<file path="src/rtl/rs_symbol_packer.sv">
// ============================================================================
// Module : rs_symbol_packer
// Brief  : Packs a synchronised serial bit stream into SYM_W-bit symbols,
//          frames them into MSG_SYMS-symbol messages (sop/eop) and buffers
//          them in a FWFT FIFO behind a valid/ready handshake.
//          Optional macro PACKER_STATS_EN adds a saturating drop_count port.
// Rev    : 1.0 - initial release
// ============================================================================
`default_nettype none

module rs_symbol_packer #(
  parameter int SYM_W      = 8,
  parameter int MSG_SYMS   = 223,
  parameter int FIFO_DEPTH = 4,
  parameter bit MSB_FIRST  = 1'b1
) (
  input  logic                          clk_in,
  input  logic                          reset,
  input  logic                          bit_clk,
  input  logic                          bit_in,
  input  logic                          enable,
  output logic [SYM_W-1:0]              sym_data,
  output logic                          sym_sop,
  output logic                          sym_eop,
  output logic                          sym_valid,
  input  logic                          sym_ready,
  output logic [$clog2(FIFO_DEPTH):0]   fifo_level,
`ifdef PACKER_STATS_EN
  output logic [15:0]                   drop_count,
`endif
  output logic                          overflow
);

  localparam int AW = $clog2(FIFO_DEPTH);
  localparam int LW = AW + 1;
  localparam int BW = (SYM_W > 1) ? $clog2(SYM_W) : 1;
  localparam int CW = $clog2(MSG_SYMS);
  localparam int WW = SYM_W + 2;

  logic          bclk_s1_q, bclk_s2_q, bclk_s3_q;
  logic          bin_s1_q, bin_s2_q;
  logic          bit_edge, take_bit, sym_done;
  logic [SYM_W-1:0] shift_q, shift_d, shift_next;
  logic [BW-1:0] bit_cnt_q, bit_cnt_d;
  logic [CW-1:0] sym_cnt_q, sym_cnt_d;
  logic [WW-1:0] mem_q [FIFO_DEPTH];
  logic [WW-1:0] push_word, head_word;
  logic [AW-1:0] wr_ptr_q, wr_ptr_d, rd_ptr_q, rd_ptr_d;
  logic [LW-1:0] level_q, level_d;
  logic          overflow_q, overflow_d;
  logic          fifo_full, fifo_empty, push_ok, pop, drop;

  always_ff @(posedge clk_in or posedge reset) begin
    if (reset) begin
      bclk_s1_q <= 1'b0;
      bclk_s2_q <= 1'b0;
      bclk_s3_q <= 1'b0;
      bin_s1_q  <= 1'b0;
      bin_s2_q  <= 1'b0;
    end else begin
      bclk_s1_q <= bit_clk;
      bclk_s2_q <= bclk_s1_q;
      bclk_s3_q <= bclk_s2_q;
      bin_s1_q  <= bit_in;
      bin_s2_q  <= bin_s1_q;
    end
  end

  assign bit_edge = bclk_s2_q & ~bclk_s3_q;
  assign take_bit = bit_edge & enable;
  assign sym_done = take_bit & (bit_cnt_q == BW'(SYM_W - 1));

  generate
    if (MSB_FIRST) begin : g_msb_first
      assign shift_next = {shift_q[SYM_W-2:0], bin_s2_q};
    end else begin : g_lsb_first
      assign shift_next = {bin_s2_q, shift_q[SYM_W-1:1]};
    end
  endgenerate

  always_comb begin
    shift_d   = shift_q;
    bit_cnt_d = bit_cnt_q;
    sym_cnt_d = sym_cnt_q;
    if (!enable) begin
      shift_d   = '0;
      bit_cnt_d = '0;
      sym_cnt_d = '0;
    end else if (take_bit) begin
      shift_d   = shift_next;
      bit_cnt_d = sym_done ? '0 : bit_cnt_q + BW'(1);
      // Framing advances even for dropped symbols to stay aligned to the stream
      if (sym_done)
        sym_cnt_d = (sym_cnt_q == CW'(MSG_SYMS - 1)) ? '0 : sym_cnt_q + CW'(1);
    end
  end

  assign push_word = {(sym_cnt_q == '0), (sym_cnt_q == CW'(MSG_SYMS - 1)), shift_next};

  assign fifo_full  = (level_q == LW'(FIFO_DEPTH));
  assign fifo_empty = (level_q == '0);
  assign pop        = ~fifo_empty & sym_ready;
  assign push_ok    = sym_done & (~fifo_full | pop);
  assign drop       = sym_done & ~push_ok;

  always_comb begin
    wr_ptr_d   = push_ok ? wr_ptr_q + AW'(1) : wr_ptr_q;
    rd_ptr_d   = pop ? rd_ptr_q + AW'(1) : rd_ptr_q;
    level_d    = level_q;
    overflow_d = overflow_q | drop;
    case ({push_ok, pop})
      2'b10:   level_d = level_q + LW'(1);
      2'b01:   level_d = level_q - LW'(1);
      default: level_d = level_q;
    endcase
  end

  always_ff @(posedge clk_in or posedge reset) begin
    if (reset) begin
      shift_q    <= '0;
      bit_cnt_q  <= '0;
      sym_cnt_q  <= '0;
      wr_ptr_q   <= '0;
      rd_ptr_q   <= '0;
      level_q    <= '0;
      overflow_q <= 1'b0;
    end else begin
      shift_q    <= shift_d;
      bit_cnt_q  <= bit_cnt_d;
      sym_cnt_q  <= sym_cnt_d;
      wr_ptr_q   <= wr_ptr_d;
      rd_ptr_q   <= rd_ptr_d;
      level_q    <= level_d;
      overflow_q <= overflow_d;
    end
  end

  // Storage needs no reset: the head is masked whenever the FIFO is empty
  always_ff @(posedge clk_in) begin
    if (push_ok)
      mem_q[wr_ptr_q] <= push_word;
  end

  assign head_word  = mem_q[rd_ptr_q];
  assign sym_valid  = ~fifo_empty;
  assign sym_data   = sym_valid ? head_word[SYM_W-1:0] : '0;
  assign sym_eop    = sym_valid & head_word[SYM_W];
  assign sym_sop    = sym_valid & head_word[SYM_W+1];
  assign fifo_level = level_q;
  assign overflow   = overflow_q;

`ifdef PACKER_STATS_EN
  logic [15:0] drop_cnt_q, drop_cnt_d;

  assign drop_cnt_d = (drop && drop_cnt_q != 16'hFFFF) ? drop_cnt_q + 16'd1 : drop_cnt_q;

  always_ff @(posedge clk_in or posedge reset) begin
    if (reset) drop_cnt_q <= '0;
    else       drop_cnt_q <= drop_cnt_d;
  end

  assign drop_count = drop_cnt_q;
`endif

endmodule

`default_nettype wire
</file>
<file path="config.mk">
export PLATFORM = sky130hd
export DESIGN_NAME = rs_symbol_packer
export DESIGN_NICKNAME = d
export VERILOG_FILES = /design/src/rtl/rs_symbol_packer.sv
export SDC_FILE = /design/constraint.sdc
export NUM_CORES = 1
export LEC_CHECK = 0
export ABC_AREA = 1
export BUFFER_PORTS_ARGS = -buffer_cell sky130_fd_sc_hd__buf_2
export CAP_MARGIN = 20
export CORE_MARGIN = 8
export CORE_UTILIZATION = 29
export CTS_CLUSTER_SIZE = 30
export DETAILED_ROUTE_END_ITERATION = 6
export PLACE_DENSITY_LB_ADDON = 0.25
export SETUP_SLACK_MARGIN = 0.1
export SLEW_MARGIN = 20
export SYNTH_ARGS = -nofsm -noshare
export SYNTH_HDL_FRONTEND = slang
export SYNTH_SLANG_ARGS = --single-unit
export TNS_END_PERCENT = 30
</file>
<file path="constraint.sdc">
create_clock -name clk_in -period 2.95 [get_ports clk_in]
set_input_delay 0.295 -clock clk_in [delete_from_list [all_inputs] [get_ports clk_in]]
set_output_delay 0.295 -clock clk_in [all_outputs]
set_load 0.005 [all_outputs]
</file>
## Yosys cells after proc, flatten, opt, wreduce, memory -nomap -nowiden

Memories as Yosys holds them, arrays and structs flattened.
Cells that the tools add are included.

| operators by class | value |
|---|---|
| $add $sub $neg | 6 |
| eq/ne operators | 7 |
| mux-type cells | 13 |
| bitwise operators | 14 |
| reductions and logical operators | 4 |

Operators with widths:

| operator | number |
|---|---|
| 2-to-1 mux 8 bit | 5 |
| 2-to-1 mux 7 bit | 2 |
| 2-to-1 mux 3 bit | 3 |
| adder 8 x 1 -> 8 bit (second input constant) | 1 |
| AND 1 bit | 8 |
| equality test 8 bit (second input constant) | 1 |
| logical NOT 8 bit | 1 |
| adder 3 x 1 -> 3 bit (second input constant) | 2 |
| equality test 3 bit (second input constant) | 2 |
| case mux 3 bit (2 select lines) | 1 |
| adder 2 x 1 -> 2 bit (second input constant) | 2 |
| != test 2 x 1 -> 1 bit (second input constant) | 2 |
| inverter 1 bit | 4 |
| logical NOT 3 bit | 1 |
| subtractor 3 x 1 -> 3 bit (second input constant) | 1 |
| equality test 2 x 1 -> 1 bit (second input constant) | 1 |
| equality test 2 bit (second input constant) | 1 |
| 2-to-1 mux 1 bit | 2 |
| bitwise OR 1 bit | 2 |
| AND reduction 2 bit | 1 |
| nonzero test 2 bit | 1 |

| storage, ports and cells | value |
|---|---|
| register bits after elaboration | 31 |
| memory bits (writable) | 40 |
| input port bits | 6 |
| output and inout bits | 15 |
| word-level logic and storage cells | 57 |
| memories | 1 |

Memory list:

| memory | depth | width | read ports | clocked after memory_dff | write ports | RTL line | source |
|---|---|---|---|---|---|---|---|
| mem_q | 4 | 10 | 1 | 0 | 1 | 46 | `logic [WW-1:0] mem_q [FIFO_DEPTH];` |

## Logic depth before layout (Yosys ltp)

Gate-level depths: netlist (run 1).

| depth | value |
|---|---|
| depth after elaboration | 8 |
| depth in mapped cells | 10 |
| depth with buffers taken out | 10 |

## Least setup slack after synthesis (run 1)

No wires, ideal clock.

| timing | value |
|---|---|
| path kind | flip-flop to flip-flop |
| from | register bit_cnt_q[0] |
| to | memory mem_q[0][0] (netlist bit) (enable) |
| library setup time | 0.376 ns |
| data arrival time | 1.551 ns |
| required time | 2.574 ns |
| setup slack | 1.022 ns |
| stages on the path, launching flop included | 7 |
| path buffers | 0 |
| clock period less this slack | 1.928 ns |
| path through | dfrtp_1 -> ha_1 -> ha_1 -> inv_1 -> nor2_4 -> nand2_1 -> nor2_1 |

| on the way | value |
|---|---|
| cells in the longest elaborated chain, start to end | 5 |

Ends and longest elaborated chain:

| what | RTL line | source |
|---|---|---|
| from (decl) | 44 | `logic [BW-1:0] bit_cnt_q, bit_cnt_d;` |
| from (signal assigned) | 129 | `bit_cnt_q <= bit_cnt_d;` |
| equality test 3 bit | 71 | `assign sym_done = take_bit & (bit_cnt_q == BW'(SYM_W - 1));` |
| AND 1 bit | 71 |  |
| AND 1 bit | 103 | `assign push_ok = sym_done & (~fifo_full \| pop);` |
| 2-to-1 mux 1 bit | 140 | `if (push_ok)` |
| 2-to-1 mux 1 bit (not written as such) | 141 | `mem_q[wr_ptr_q] <= push_word;` |
| to (decl) | 46 |  |

Every way passes these cells.

## Worst setup path after layout (run 1)

| timing | value |
|---|---|
| from | register rd_ptr_q[1] |
| to | output port sym_data[0] |

| on the way | value |
|---|---|
| cells in the longest elaborated chain, start to end | 2 |

Ends and longest elaborated chain:

| what | RTL line | source |
|---|---|---|
| from (decl) | 48 | `logic [AW-1:0] wr_ptr_q, wr_ptr_d, rd_ptr_q, rd_ptr_d;` |
| from (signal assigned) | 132 | `rd_ptr_q <= rd_ptr_d;` |
| memory (4 x 10 bit) | - |  |
| 2-to-1 mux 8 bit | 146 | `assign sym_data = sym_valid ? head_word[SYM_W-1:0] : '0;` |
| to (decl) | 22 | `output logic [SYM_W-1:0] sym_data,` |

Every way passes these cells.

==> summary.md, run 1 <==
| Metric | Value |
|---|---|
| Status | `complete, but fails checks` |
| Violated checks | `negative hold slack` |
| Ratio of cells with drive above 1 in the final layout | `13.95%` |
| Dpl cell area | `3402 um2` |
| Clock network power share | `27.6%` |
| Combinational share of power | `27.5%` |
| Post-synth EDFFs | `40` |
| Rows | `38` |
| Unrepaired setup endpoints after global routing | `false` |
| Chip width | `119.9 um` |
| CORE AREA | `10,700 um2` |
| Synth area leaders | `edfxtp_1, dfrtp_1, nor2_1` |
| Pleak | `1.535 nW` |
| Endpoints failing setup | `0` |
| H-Tree Level Count | `3` |
| Most numerous cell in the Yosys netlist | `nor2_1` |
| Avg Vias per Cell | `4.281` |
| Startpoint Class | `flip-flop` |
| Sequential fraction of the synthesis area | `63.20%` |
| Layout net count | `349` |
| Switching Power | `871.2 uW` |
| Post-synth design cell area | `3128 um2` |
| CTS buffer count | `9` |
| Hold WS | `-0.001821 ns` |
| WP buf/inv | `2` |
| Max incr delay on CP | `0.57 ns` |
| Worst clock skew | `0.01059 ns` |
| Pwr dens | `739.1 nW/um2` |
| CP required | `2.65 ns` |
| FMAX | `0.4671 GHz` |
| Yosys top cell by area | `edfxtp_1` |
| Hold WC Path Type | `input port to asynchronous set/reset pin` |
| Postcts setup bufs | `0` |
| Die area | `14,370 um2` |
| Slew Viols, Final | `0` |
| Resize count post-CTS | `0` |
| Post-Route Setup TNS | `0 ns` |
| Area grow syn2layout | `14.48%` |
| Layout Cells excl Fill | `477` |
| DP Cell Count | `462` |
| Pwr Total | `2.647 mW` |
| Critical Path, Cell by Cell | `clkinv_1 -> nor2_1 -> o21ai_0 -> a21oi_1 -> buf_2` |
| Gpl congestion | `0.7857` |
| Fin crit period | `2.141 ns` |
| Switch share | `32.91%` |
| MaxCap Viol Count | `0` |
| Post-synth top flop | `edfxtp_1` |
| Sink Count | `71` |
| Clk Latency, worst-skew pair | `0.34 ns` |
| Vias | `2,042` |
| Internal power | `1.776 mW` |
| Util after Layout | `33.47%` |
| I/O Pins | `21` |
| Register area | `1977 um2` |
| CTS tree | `built` |
| Worst-path clk slew | `0.07 ns` |
| Sequential power share | `45.0%` |
| Post-synth top cells | `nor2_1, nand2_1, edfxtp_1` |
| Area of the multi-input gates | `962.2 um2` |
| Maximum fanout along the worst path | `12` |
| Root Buffer | `clkbuf_8` |
| Starting Density | `29.24%` |
| Total grt overflow | `0` |
| Initial antenna violation count | `0` |
| Syn Inst Count | `303` |
| Hold Fails Final Rpt | `7` |
| DP Worst Slack | `1.006 ns` |
| Total track usage | `9.136%` |
| Worst setup margin | `0.8091 ns` |
| Library cells used by synthesis | `30` |
| Yosys reg bits | `71` |
| # fillers | `1,096` |
| Routed Antenna Nets | `0` |
| Post-DP HPWL | `4335 um` |
| Yosys warns | `0` |
| First-pass GRT wire length | `10,250 um` |
| Die height | `119.9 um` |
| Slew HR | `54.68%` |
| DRT iter0 DRCs | `94` |
| Post-CTS Hold Fix Bufs | `0` |
| Worst path top cell family by delay | `flip-flops` |
| CP max-delay cell | `dfrtp_1` |
| Worst-Margin Slew | `0.6736 ns` |
| Number of port buffers | `20` |
| Routed WL | `6047 um` |
| Synth top area share | `38.40%` |
| Ant. Diodes | `0` |
| Vias in the first global route | `2,027` |
| Design area | `3581 um2` |
| Routed WL per cell | `12.68 um` |
| Pin count of the biggest net entering global routing | `22` |
| Worst Setup End Kind | `primary output` |
| Max Buffers Root-to-Sink | `2` |
| Period utilization | `72.57%` |
| Asr flop ratio synth | `43.66%` |
| DRC | `0` |
| Mapped Nets | `319` |
| WP data arrival | `1.85 ns` |
| Syn_area_per_cell | `10.32 um2` |
| Worst vdd ir | `0.3201 mV` |
| Setup CP Type | `flip-flop to primary output` |
| First-pass DRT Iterations | `4` |
## cell usage in the layout, fill, tap and decap left out, types with 6 or more instances in the layout
master,netlist,final
buf_2,2,20
inv_1,35,35
clkbuf_8,1,9
dfrtp_1,31,31
edfxtp_1,40,40
nand3_1,12,12
ha_1,9,9
a21oi_1,16,16
o21ai_0,24,24
nor2_1,59,59
nand2_1,41,41
buf_4,0,6
## sequential cells by signal (all words and copies together) (netlist names)
signal      count
wr_ptr_q        2
bit_cnt_q       3
bin_s1_q        1
bin_s2_q        1
fifo_level      3
bclk_s3_q       1
overflow        1
sym_cnt_q       8
rd_ptr_q        2
bclk_s1_q       1
shift_q         7
bclk_s2_q       1
mem_q          40
## final timing paths
kind / end / cells past startpoint / startpoint / slack, ns
hold reg to reg: bclk_s2_q / 0 / bclk_s1_q / 0.35
max in group asynchronous: fifo_level[0] / 3 / reset / 2.31
hold / removal: bit_cnt_q[2] / 2 / reset / -0.002
min in group clk_in: bclk_s1_q / 1 / bit_clk / 0.06
setup / recovery: sym_data[0] / 5 / rd_ptr_q[1] / 0.81
setup reg to reg: fifo_level[1] / 8 / bit_cnt_q[0] / 1.04
## power by group through the flow
stage / logic (mW) / clock network [mW] / registers (mW)
after floorplan: 0.518 / 0 / 1.17
after global placement: 0.751 / 0 / 1.21
after detailed placement: 0.762 / 0 / 1.21
after CTS: 0.766 / 0.748 / 1.19
after global routing: 0.864 / 0.789 / 1.20
final: 0.728 / 0.729 / 1.19
## kinds of logic after synthesis
| group | Yosys count | synth area share, % |
|---|---|---|
| AOI/OAI and AO/OA | 53 | 8.960 |
| adders and majority gates | 10 | 4.240 |
| and+or+nand+nor | 122 | 17.00 |
| DFF | 71 | 63.20 |
| xor gates and xnor gates | 2 | 0.5601 |
| buffers and inverters | 45 | 6.040 |
## cell type report
cell class	count	area share, %
Sequential cell	71	55.21
Inverter	38	3.983
Clock inverter	5	1.433
Clock buffer	10	3.564
Tap cell	140	4.892
Multi-Input combinational cell	187	26.87
Timing Repair Buffer	26	4.053
## metal layers
metal	vias to the layer above	global-route usage, %	routed length (um)
met2	28	13.90	2732
met5	-	0	0
met3	6	3.006	217
met4	0	3.981	85
li1	1062	-	-
met1	946	11.65	3012
## worst register-to-register path, delay by kind of cell, from the launching register on
family / cells / cell delay (ns)
adder cells (fa/ha/maj): 3 / 0.97
flip-flops: 1 / 0.39
AND/OR/NAND/NOR: 3 / 0.34
AO/OA/AOI/OAI: 1 / 0.06
buffers and inverters: 1 / 0.04
(Power assumes the default switching activity.)
==> inputs of run 2 (changes only) <==
clock period = 2.05 ns   (was 2.95 ns; I/O delays follow)
==> summary.md, run 2 (synthesized netlist as in run 1, its figures left out) <==
| Metric | Value |
|---|---|
| Die area | `14,370 um2` |
| Gpl congestion | `0.8044` |
| Worst Setup End Kind | `flip-flop` |
| WP data arrival | `2.02 ns` |
| Pleak | `1.575 nW` |
| Area grow syn2layout | `17.28%` |
| HP Start | `sym_ready` |
| Fin crit period | `1.789 ns` |
| CTS tree | `built` |
| Period utilization | `87.28%` |
| First-pass DRT Iterations | `5` |
| Post-DP HPWL | `4164 um` |
| Worst r2r path cells | `9` |
| Worst-Margin Slew | `0.4012 ns` |
| FMAX | `0.5589 GHz` |
| # fillers | `1,100` |
| Postcts setup bufs | `0` |
| DP Worst Slack | `0.1476 ns` |
| Worst clock skew | `0.009188 ns` |
| DRC | `0` |
| Largest register FFs | `40` |
| Total grt overflow | `0` |
| H-Tree Level Count | `3` |
| Flop-to-flop setup slack | `0.26 ns` |
| Hold Crit Depth | `3` |
| Die height | `119.9 um` |
| Vias in the first global route | `2,169` |
| CTS buffer count | `9` |
| R2R Path Start | `bit_cnt_q[0]` |
| CP required | `2.28 ns` |
| Rows | `38` |
| Layout net count | `354` |
| RR Endpoint | `fifo_level[2]` |
| Ant. Diodes | `0` |
| Total track usage | `9.370%` |
| Hold WC Path Type | `input port to flip-flop` |
| Slew HR | `73.25%` |
| Post-Route Setup TNS | `0 ns` |
| Root Buffer | `clkbuf_8` |
| Number of port buffers | `20` |
| Avg Vias per Cell | `4.306` |
| Starting Density | `29.24%` |
| Pwr Total | `3.987 mW` |
| Maximum fanout along the worst path | `4` |
| Max Buffers Root-to-Sink | `2` |
| Worst Hold End | `rd_ptr_q[0]` |
| Hold Fails Final Rpt | `0` |
| Status | `finished clean` |
| Routed Antenna Nets | `0` |
| Pin count of the biggest net entering global routing | `32` |
| First-pass GRT wire length | `10,540 um` |
| Worst vdd ir | `0.4346 mV` |
| Vias | `2,080` |
| Routed WL per cell | `12.52 um` |
| Endpoints failing setup | `0` |
| Unrepaired setup endpoints after global routing | `false` |
| Largest registers | `mem_q (40), sym_cnt_q (8), shift_q (7)` |
| Register area | `1977 um2` |
| Setup CP Type | `flip-flop to flip-flop` |
| Area of the multi-input gates | `969.7 um2` |
| Initial antenna violation count | `0` |
| Clk Latency, worst-skew pair | `0.34 ns` |
| Slew Viols, Final | `0` |
| Chip width | `119.9 um` |
| Worst-path clk slew | `0.07 ns` |
| Top reg by flops | `mem_q` |
| Pwr dens | `1087 nW/um2` |
| Startpoint Class | `flip-flop` |
| I/O Pins | `21` |
| Routed WL | `6048 um` |
| DRT iter0 DRCs | `43` |
| Sink Count | `71` |
| MaxCap Viol Count | `0` |
| Most frequent cells in the layout | `nor2_1, nand2_1, edfxtp_1` |
| Most common cell after layout, fill and taps aside | `nor2_1` |
| CORE AREA | `10,700 um2` |
| Worst setup margin | `0.2608 ns` |
| Ratio of cells with drive above 1 in the final layout | `15.45%` |
==> run 2: area by class of cell <==
| cell class | instances | area share, % |
|---|---|---|
| clock inverters | 6 | 2.319 |
| well taps | 140 | 4.775 |
| repair buffers | 31 | 5.184 |
| multi-input cells | 187 | 26.43 |
| flip-flops and latches | 71 | 53.89 |
| clock buffers | 10 | 3.479 |
| inverters | 38 | 3.922 |
==> run 2: what timing repair did <==
item                                   CTS  global route
hold buffers                             3             0
setup endpoints to repair                4            22
pin swaps                                0             0
endpoints found under the hold margin   33             0
gates cloned                             0             0
gates resized for setup                  1             2
==> run 2: metal layers <==
metal,wire length [um],global-route usage (%),vias to the layer above
met2,2878,15.23,32
met3,277,4.039,8
met5,0,0,-
met1,2813,10.93,968
li1,-,-,1072
met4,78,3.044,0
==> run 2: critical path, stage by stage (launching register included) <==
cell     delay, ns
dfrtp_1       0.40
ha_1          0.21
ha_2          0.21
nand4_4       0.12
nand3_2       0.11
fa_1          0.40
inv_1         0.07
nand2_1       0.06
nand3_1       0.07
nand2_1       0.05
==> run 2: worst max path at each step <==
stage / to / cells after the start / slack [ns] / startpoint
after floorplan: mem_q[0][0] / 6 / 0.12 / bit_cnt_q[0]
after global placement: fifo_level[2] / 9 / 0.20 / bit_cnt_q[0]
after detailed placement: fifo_level[2] / 9 / 0.15 / bit_cnt_q[0]
after CTS: fifo_level[2] / 9 / 0.13 / bit_cnt_q[0]
after global routing: sym_data[0] / 5 / 0.10 / rd_ptr_q[1]
final: fifo_level[2] / 9 / 0.26 / bit_cnt_q[0]
==> run 2: metrics by stage <==
stage / cells / hold slack (ns) / instance area (um2) / utilization (%)
final: 483 / 0.1866 / 3669 / 34.29
after global routing: 483 / 0.2045 / 3669 / 34.29
after CTS: 483 / 0.1603 / 3661 / 34.22
after detailed placement: 464 / 0.3147 / 3417 / 31.94
after global placement: 464 / 0.3136 / 3417 / 31.94
after floorplan: 303 / 0.2364 / 3128 / -
==> run 2: where the power goes <==
part           leakage, nW  switching (mW)  total (mW)  internal, mW
logic                0.703           0.700        1.15         0.446
clock network        0.104           0.508        1.19         0.681
registers            0.768          0.0630        1.65          1.59
